[src/rtl/rptr_empty_ctrl.sv]
// Read-side pointer and empty-flag controller for an asynchronous FIFO.
// Keeps the binary and Gray read pointers and drives the memory read
// address. Produces registered empty / almost-empty flags and a fill
// level, using the write pointer already synchronized into rclk.
// Also holds a registered read-data stage and a sticky underflow flag.
//
// Handshake: a read is accepted on a rising rclk edge when rinc=1 and
// the registered rempty=0. The accepted word, taken from rmem_data at the
// current raddr, appears on rdata together with a one-cycle rvalid pulse
// right after that edge. rinc while empty is dropped and sets runderflow.
module rptr_empty_ctrl #(
  parameter int ADDR      = 3,
  parameter int DATA      = 8,
  parameter int AE_THRESH = 2
) (
  input  logic            rclk,
  input  logic            rrst,
  input  logic            rinc,
  input  logic [ADDR:0]   rq2_wptr,
  input  logic [DATA-1:0] rmem_data,
  input  logic            uf_clr,
  output logic [ADDR:0]   rptr,
  output logic [ADDR-1:0] raddr,
  output logic            rempty,
  output logic            ralmost_empty,
  output logic [ADDR:0]   rlevel,
  output logic [DATA-1:0] rdata,
  output logic            rvalid,
  output logic            runderflow
);

  localparam int PW = ADDR + 1;
  localparam logic [PW-1:0] AE_LIMIT = PW'(AE_THRESH);

  logic [PW-1:0] rbin;
  logic [PW-1:0] rbinnext;
  logic [PW-1:0] rgraynext;
  logic [PW-1:0] wbin_s;
  logic [PW-1:0] level_next;
  logic          rd_ok;

  // Accept decision and next pointer values, both binary and Gray.
  always_comb begin
    rd_ok      = rinc & ~rempty;
    rbinnext   = rbin + {{(PW-1){1'b0}}, rd_ok};
    rgraynext  = (rbinnext >> 1) ^ rbinnext;
  end

  // Convert the synchronized Gray write pointer to binary (XOR prefix from MSB).
  always_comb begin
    wbin_s = '0;
    wbin_s[PW-1] = rq2_wptr[PW-1];
    for (int i = PW - 2; i >= 0; i--) begin
      wbin_s[i] = wbin_s[i+1] ^ rq2_wptr[i];
    end
  end

  // Occupancy after this edge; modulo arithmetic covers pointer wrap.
  always_comb begin
    level_next = wbin_s - rbinnext;
  end

  assign raddr = rbin[ADDR-1:0];

  // Pointer registers and status flags.
  always_ff @(posedge rclk or posedge rrst) begin
    if (rrst) begin
      rbin          <= '0;
      rptr          <= '0;
      rempty        <= 1'b1;
      ralmost_empty <= 1'b1;
      rlevel        <= '0;
    end else begin
      rbin          <= rbinnext;
      rptr          <= rgraynext;
      rempty        <= (rgraynext == rq2_wptr);
      ralmost_empty <= (level_next <= AE_LIMIT);
      rlevel        <= level_next;
    end
  end

  // Read-data stage: capture the word at the current address on an accepted read.
  always_ff @(posedge rclk or posedge rrst) begin
    if (rrst) begin
      rdata  <= '0;
      rvalid <= 1'b0;
    end else begin
      rvalid <= rd_ok;
      if (rd_ok) begin
        rdata <= rmem_data;
      end
    end
  end

  // Sticky underflow; a new underflow outranks a simultaneous clear.
  always_ff @(posedge rclk or posedge rrst) begin
    if (rrst) begin
      runderflow <= 1'b0;
    end else if (rinc & rempty) begin
      runderflow <= 1'b1;
    end else if (uf_clr) begin
      runderflow <= 1'b0;
    end
  end

endmodule

[config.mk]
export PLATFORM = sky130hd
export DESIGN_NAME = rptr_empty_ctrl
export DESIGN_NICKNAME = d
export VERILOG_FILES = /design/src/rtl/rptr_empty_ctrl.sv
export SDC_FILE = /design/constraint.sdc
export NUM_CORES = 1
export LEC_CHECK = 0
export ABC_AREA = 1
export CAP_MARGIN = 10
export CORE_UTILIZATION = 32
export CTS_CLUSTER_DIAMETER = 120
export DETAILED_ROUTE_END_ITERATION = 7
export PLACE_DENSITY = 0.61
export SYNTH_ARGS = -nofsm -noshare
export SYNTH_HDL_FRONTEND = slang
export SYNTH_SLANG_ARGS = --single-unit
[constraint.sdc]
create_clock -name rclk -period 3.7 [get_ports rclk]
set_clock_uncertainty 0.15 [all_clocks]
set_input_delay 0.74 -clock rclk [delete_from_list [all_inputs] [get_ports rclk]]
set_output_delay 0.74 -clock rclk [all_outputs]
set_load 0.05 [all_outputs]
==> impl_metrics.toml, run 1 <==
[global_routing]
grt_max_degree = 24
grt_first_pass_wirelength_um = 4040
grtUsageTotal = 0.128
initial_antenna_violation_count = 0
grt_remaining_overflow = 0
first_global_vias = 985

[routing]
antenna_left = 0
viasPerCell = 4.34
via_count = 989
route.final.wire_length_um = 2310
dr.first_iter.drc_count = 15
avgRoutedWirePerCell_um = 10.1
route.detailed.drc = 0
drt_first_pass_iters = 4

[power]
cellLeakagePower_nw = 0.834
powerDensity_nw_per_um2 = 981
worst_vdd_drop_mv = 0.424

[sta]
slew_headroom = 0.444
clock.fmax_mhz = 354
layout_min_cycle_time_ns = 2.82
finalHoldWorstSlack_ns = 0.332
worstMarginPinSlew_ns = 0.834
setup-tns-final_ns = 0
final-setup-viol-count = 0
timing.final.max_slew_violations = 0
hold_violations = 0
min_period_over_period = 0.763
grt_setup_unrepaired = "false"

[placement]
buffer_ports.inserted = 38
dp.cells = 224
gp_routability_congestion = 0.842
dp_hpwl_um = 1860

[worst_setup_path]
crit-reg2reg-launch = "rempty"
timing.rr.end = "ralmost_empty"
cp-startpoint = "rq2_wptr[3]"
worstPathRequired_ns = 3.80
ff2ff_setup_slack_ns = 1.32
critical_path_peak_fanout = 5
worst_ep_arrival_time_ns = 2.92
critPathCaptureType = "register"
timing.critical_path.from_type = "input pin"
crit_type = "input pin to register"
timing.reg2reg.worst_path_depth = 12

[final_layout]
nFillCells = 338
area.growth.synth_to_final_pct = 40.3
final_layout_size_suffix_gt1_frac = 0.115
count_of_antenna_diodes_in_the_layout = 0
final_cells = 228
final_net_count = 204

[clock_tree]
cts-hold-fix-buffers = 0
clockBufferDepth = 2
clock_sinks = 23
cts_setup_buffers = 0
post_cts_resized = 0
ctsRootBufferMaster = "sky130_fd_sc_hd__clkbuf_4"
cts_inserted_buffers = 3
ctsHtreeMaxLevel = 1
tritoncts = "done"
clk_latency_ns = 0.30
worst_setup_hold_path_clk_slew_ns = 0.12

[yosys]
syn_avg_cell_area_um2 = 8.42
synth_ff_type = "sky130_fd_sc_hd__dfrtp_1"
synth_top_area_cell = "sky130_fd_sc_hd__dfrtp_1"
synthMostInstantiatedCell = "sky130_fd_sc_hd__nand2_1"
mappedNetlistArea_um2 = 1170
synth.distinct_cells = 19
yosys-top-cells-count = "58 x sky130_fd_sc_hd__nand2_1, 21 x sky130_fd_sc_hd__dfrtp_1, 18 x sky130_fd_sc_hd__inv_1"
synth_top_cell_area_share = 0.449
synth_edf_count = 0
async_set_or_reset_register_ratio_after_synthesis = 1.00
netlist_instances = 139
mapped_nets = 160
yosys_warnings = 0
seq_total_area_yosys = 0.494
yosys-top-cells-area = "sky130_fd_sc_hd__dfrtp_1 45%, sky130_fd_sc_hd__nand2_1 19%, sky130_fd_sc_hd__inv_1 5.8%"
ys_seq_elements = 23

[floorplanning]
design.portCount = 39
initial_utilization = 0.342
dieWidth_um = 62.5
dieArea_um2 = 3900
core_area_um2 = 3420
die_span_y_um = 62.5
placement_rows = 21

[run]
drv_cap = 0

[min_path]
timing.hold.worst_endpoint = "rdata[6]"
min-delay-path-class = "register to register"
holdCritStartpoint = "rdata[6]"
worst_hold_path.num_cells = 2

[status]
run_status = "finished, final reports clean"
-- registers in the layout, indices dropped and copies added, names as in the netlist --
register,cells
ralmost_empty,1
rbin,4
rdata,8
rempty,1
rlevel,4
rptr,3
runderflow,1
rvalid,1
-- cell type report --
cell class,count,area (um2),area share
Clock buffer,4,26.3,0.0160
Inverter,18,67.6,0.0412
Multi-Input combinational cell,98,524,0.319
Sequential cell,23,578,0.352
Tap cell,46,57.6,0.0351
Timing Repair Buffer,39,388,0.236
-- metrics by stage --
step	utilization	cell area, um2	power [mW]	setup slack [ns]
floorplan	-	1170	1.20	1.08
global placement	0.473	1620	1.50	0.598
detailed placement	0.473	1620	1.51	0.568
CTS	0.481	1640	1.63	0.862
global route	0.481	1640	1.74	0.761
finish	0.481	1640	1.61	0.877
-- cells by family (layout without fill, tap and decap cells) --
family          count (synthesis)  in the layout  synth area share
simple gates                   87             87             0.344
flops                          23             23             0.494
fa+ha+maj                       5              5            0.0599
buf+inv                        18             61            0.0577
xor+xnor                        3              3            0.0289
compound gates                  3              3            0.0150
-- power by group --
part	total, mW	switching, mW	internal [mW]
Clock	0.111	0.0687	0.0420
Sequential	0.421	0.0587	0.362
Combinational	1.08	0.717	0.362
Total	1.61	0.844	0.766
-- cells in the final DEF, fill, tap and decap left out, types with 3 or more instances in the layout --
cell type | Yosys | final
sky130_fd_sc_hd__nand2_1 | 58 | 58
sky130_fd_sc_hd__ha_1 | 4 | 4
sky130_fd_sc_hd__nand3_1 | 11 | 11
sky130_fd_sc_hd__dfrtp_1 | 21 | 21
sky130_fd_sc_hd__nand2_2 | 7 | 7
sky130_fd_sc_hd__clkbuf_4 | 0 | 3
sky130_fd_sc_hd__clkdlybuf4s50_1 | 0 | 38
sky130_fd_sc_hd__inv_1 | 18 | 18
sky130_fd_sc_hd__nand2_4 | 3 | 3
-- worst max-delay path by stage --
stage                               end  cells after the start  slack (ns)
after CTS                 ralmost_empty                     12        0.86
after global routing      ralmost_empty                     12        0.76
after global placement    ralmost_empty                     12        0.60
after detailed placement  ralmost_empty                     12        0.57
final                     ralmost_empty                     12        0.88
after floorplan           ralmost_empty                      9        1.08
-- worst max-delay path, stage by stage --
cell and delay (ns):
sky130_fd_sc_hd__clkdlybuf4s50_1 0.54, sky130_fd_sc_hd__inv_1 0.11, sky130_fd_sc_hd__nand2_1 0.11, sky130_fd_sc_hd__nand2_4 0.08, sky130_fd_sc_hd__xor2_2 0.17, sky130_fd_sc_hd__xor2_1 0.15, sky130_fd_sc_hd__ha_1 0.24, sky130_fd_sc_hd__fa_1 0.49
sky130_fd_sc_hd__inv_1 0.05, sky130_fd_sc_hd__nand2_1 0.07, sky130_fd_sc_hd__nand3_2 0.08, sky130_fd_sc_hd__nor2_2 0.10
-- routing by layer --
metal	vias to the layer above	part of all wire	wire length, um	GRT usage
met4	0	0	0	0.0349
met1	447	0.46	1060	0.146
met5	-	0	0	0
met3	0	0.067	154	0.0274
li1	510	-	-	-
met2	32	0.48	1100	0.239
Note: power is estimated with default switching activity, not from simulation.
==> run 2, diff against run 1 <==
Clock period 3.7 ns to 2.7 ns, I/O delays scaled along.
==> run 2 against run 1 <==
Compared with the run above:
- final area increased by 4.1%
- sequential share of layout area fell by 1.4 points
- cell count is 3.9% higher
- register-to-register slack worse by 0.94 ns
- utilization up 2.0 points
- power grew 41%
- via count rose by 6.8%
- non-clock buffer count is 9 higher
- combinational power grew 43%
- sequential power rose by 37%
- clock power rose by 37%
- largest cell class unchanged
- highest routed layer is now met4
==> impl_metrics.toml, run 2 (synthesis results as in run 1) <==
[status]
run_status = "finished, final reports clean"

[clock_tree]
cts_setup_buffers = 0
clockBufferDepth = 2
ctsHtreeMaxLevel = 1
cts-hold-fix-buffers = 0
post_cts_resized = 0
tritoncts = "done"
worst_setup_hold_path_clk_slew_ns = 0.12
clk_latency_ns = 0.30
cts_inserted_buffers = 3
clock_sinks = 23
ctsRootBufferMaster = "sky130_fd_sc_hd__clkbuf_4"

[final_layout]
layout_top_registers = "rdata (8), rbin (4), rlevel (4)"
postLayoutCellArea_um2 = 1710
final_cells = 237
final_net_count = 213
layout.core_utilization = 0.500
mostFrequentLayoutCell = "sky130_fd_sc_hd__nand2_1"
area.growth.synth_to_final_pct = 46.1
most-common-layout-cells = "58 x sky130_fd_sc_hd__nand2_1, 38 x sky130_fd_sc_hd__clkdlybuf4s50_1, 21 x sky130_fd_sc_hd__dfrtp_1"
final_layout_size_suffix_gt1_frac = 0.157
count_of_antenna_diodes_in_the_layout = 0
largest_register_ff_count = 8
top_register = "rdata"

[floorplanning]
dieWidth_um = 62.5
initial_utilization = 0.342
core_area_um2 = 3420
placement_rows = 21
dieArea_um2 = 3900
design.portCount = 39
die_span_y_um = 62.5

[worst_setup_path]
crit-reg2reg-launch = "rempty"
critical_path_peak_fanout = 6
timing.critical_path.from_type = "input pin"
critPathCaptureType = "register"
crit_path_cell_trace = "clkdlybuf4s50_1 > inv_1 > nor2_2 > ha_1 > ha_1 > inv_1 > ha_1 > inv_1 > o21bai_1 > a21oi_1 > nand2_1 > nand2_1 > nor2_2"
cp_slowest_cell = "sky130_fd_sc_hd__clkdlybuf4s50_1"
ff2ff_setup_slack_ns = 0.38
worst_ep_arrival_time_ns = 2.57
crit_type = "input pin to register"
worstPathRequired_ns = 2.80
worst_path_largest_cell_delay_ns = 0.42
cp-startpoint = "rinc"

[sta]
min_period_over_period = 0.914
hold_violations = 0
layout_min_cycle_time_ns = 2.47
grt_setup_unrepaired = "false"
slew_headroom = 0.653
clock.fmax_mhz = 405
worstMarginPinSlew_ns = 0.519
timing.final.max_slew_violations = 0
final-setup-viol-count = 0
finalHoldWorstSlack_ns = 0.337

[global_routing]
first_global_vias = 1091
grtUsageTotal = 0.145
initial_antenna_violation_count = 0
grt_max_degree = 24
grt_first_pass_wirelength_um = 4550
grt_remaining_overflow = 0

[min_path]
min-delay-path-class = "register to register"
holdCritStartpoint = "rdata[7]"

[power]
cellLeakagePower_nw = 0.877
powerDensity_nw_per_um2 = 1330
report.power.total_mw = 2.27
worst_vdd_drop_mv = 0.531

[placement]
placed_area_um2 = 1680
dp.cells = 233
gp_routability_congestion = 0.759
buffer_ports.inserted = 38
dp_hpwl_um = 2040

[routing]
drt_first_pass_iters = 4
via_count = 1056
viasPerCell = 4.46
route.final.wire_length_um = 2550
avgRoutedWirePerCell_um = 10.7
antenna_left = 0
dr.first_iter.drc_count = 26
route.detailed.drc = 0

[run]
drv_cap = 0
-- run 2: through the flow --
stage	setup WS, ns	setup TNS [ns]
floorplan	0.212	0
global placement	-0.0907	-0.162
detailed placement	-0.108	-0.194
CTS	0.213	0
global route	0.0343	0
finish	0.233	0
-- run 2: routing by layer --
| metal | vias up | wire (um) | global-route usage |
|---|---|---|---|
| li1 | 532 | - | - |
| met1 | 488 | 1120 | 0.165 |
| met2 | 34 | 1270 | 0.272 |
| met3 | 2 | 136 | 0.0274 |
| met4 | 0 | 16 | 0.0436 |
| met5 | - | 0 | 0 |
-- run 2: final timing paths --
check	to	depth (start not counted)
hold / removal	rdata[7]	2
setup reg to reg	ralmost_empty	11
max in group asynchronous	rempty	3
hold reg to reg	rdata[7]	2
min in group asynchronous	rdata[1]	3
setup / recovery	ralmost_empty	13
-- run 2: power by group --
group / total [mW] / leakage [nW] / internal [mW] / switching, mW
combinational: 1.54 / 0.587 / 0.535 / 1.01
sequential: 0.578 / 0.275 / 0.496 / 0.0816
clock: 0.152 / 0.0150 / 0.0575 / 0.0949
total: 2.27 / 0.877 / 1.09 / 1.18
-- run 2: final cells by class --
cell class | count | area (um2)
Fill cell | 336 | 1710
Sequential cell | 23 | 578
Multi-Input combinational cell | 98 | 524
Timing Repair Buffer | 48 | 455
Inverter | 18 | 67.6
Tap cell | 46 | 57.6
Clock buffer | 4 | 26.3
-- run 2: worst max-delay path: cells and delay by family --
family	cells	cell delay, ns
fa+ha+maj	3	0.90
buf+inv	4	0.61
simple gates	4	0.25
compound gates	2	0.27
==> run 3, diff against run 2 <==
Settings changed: SKIP_LAST_GASP set to 1.
==> results of run 3 <==
Same layout as run 2: the final DEF is identical, and so are final timing and power.
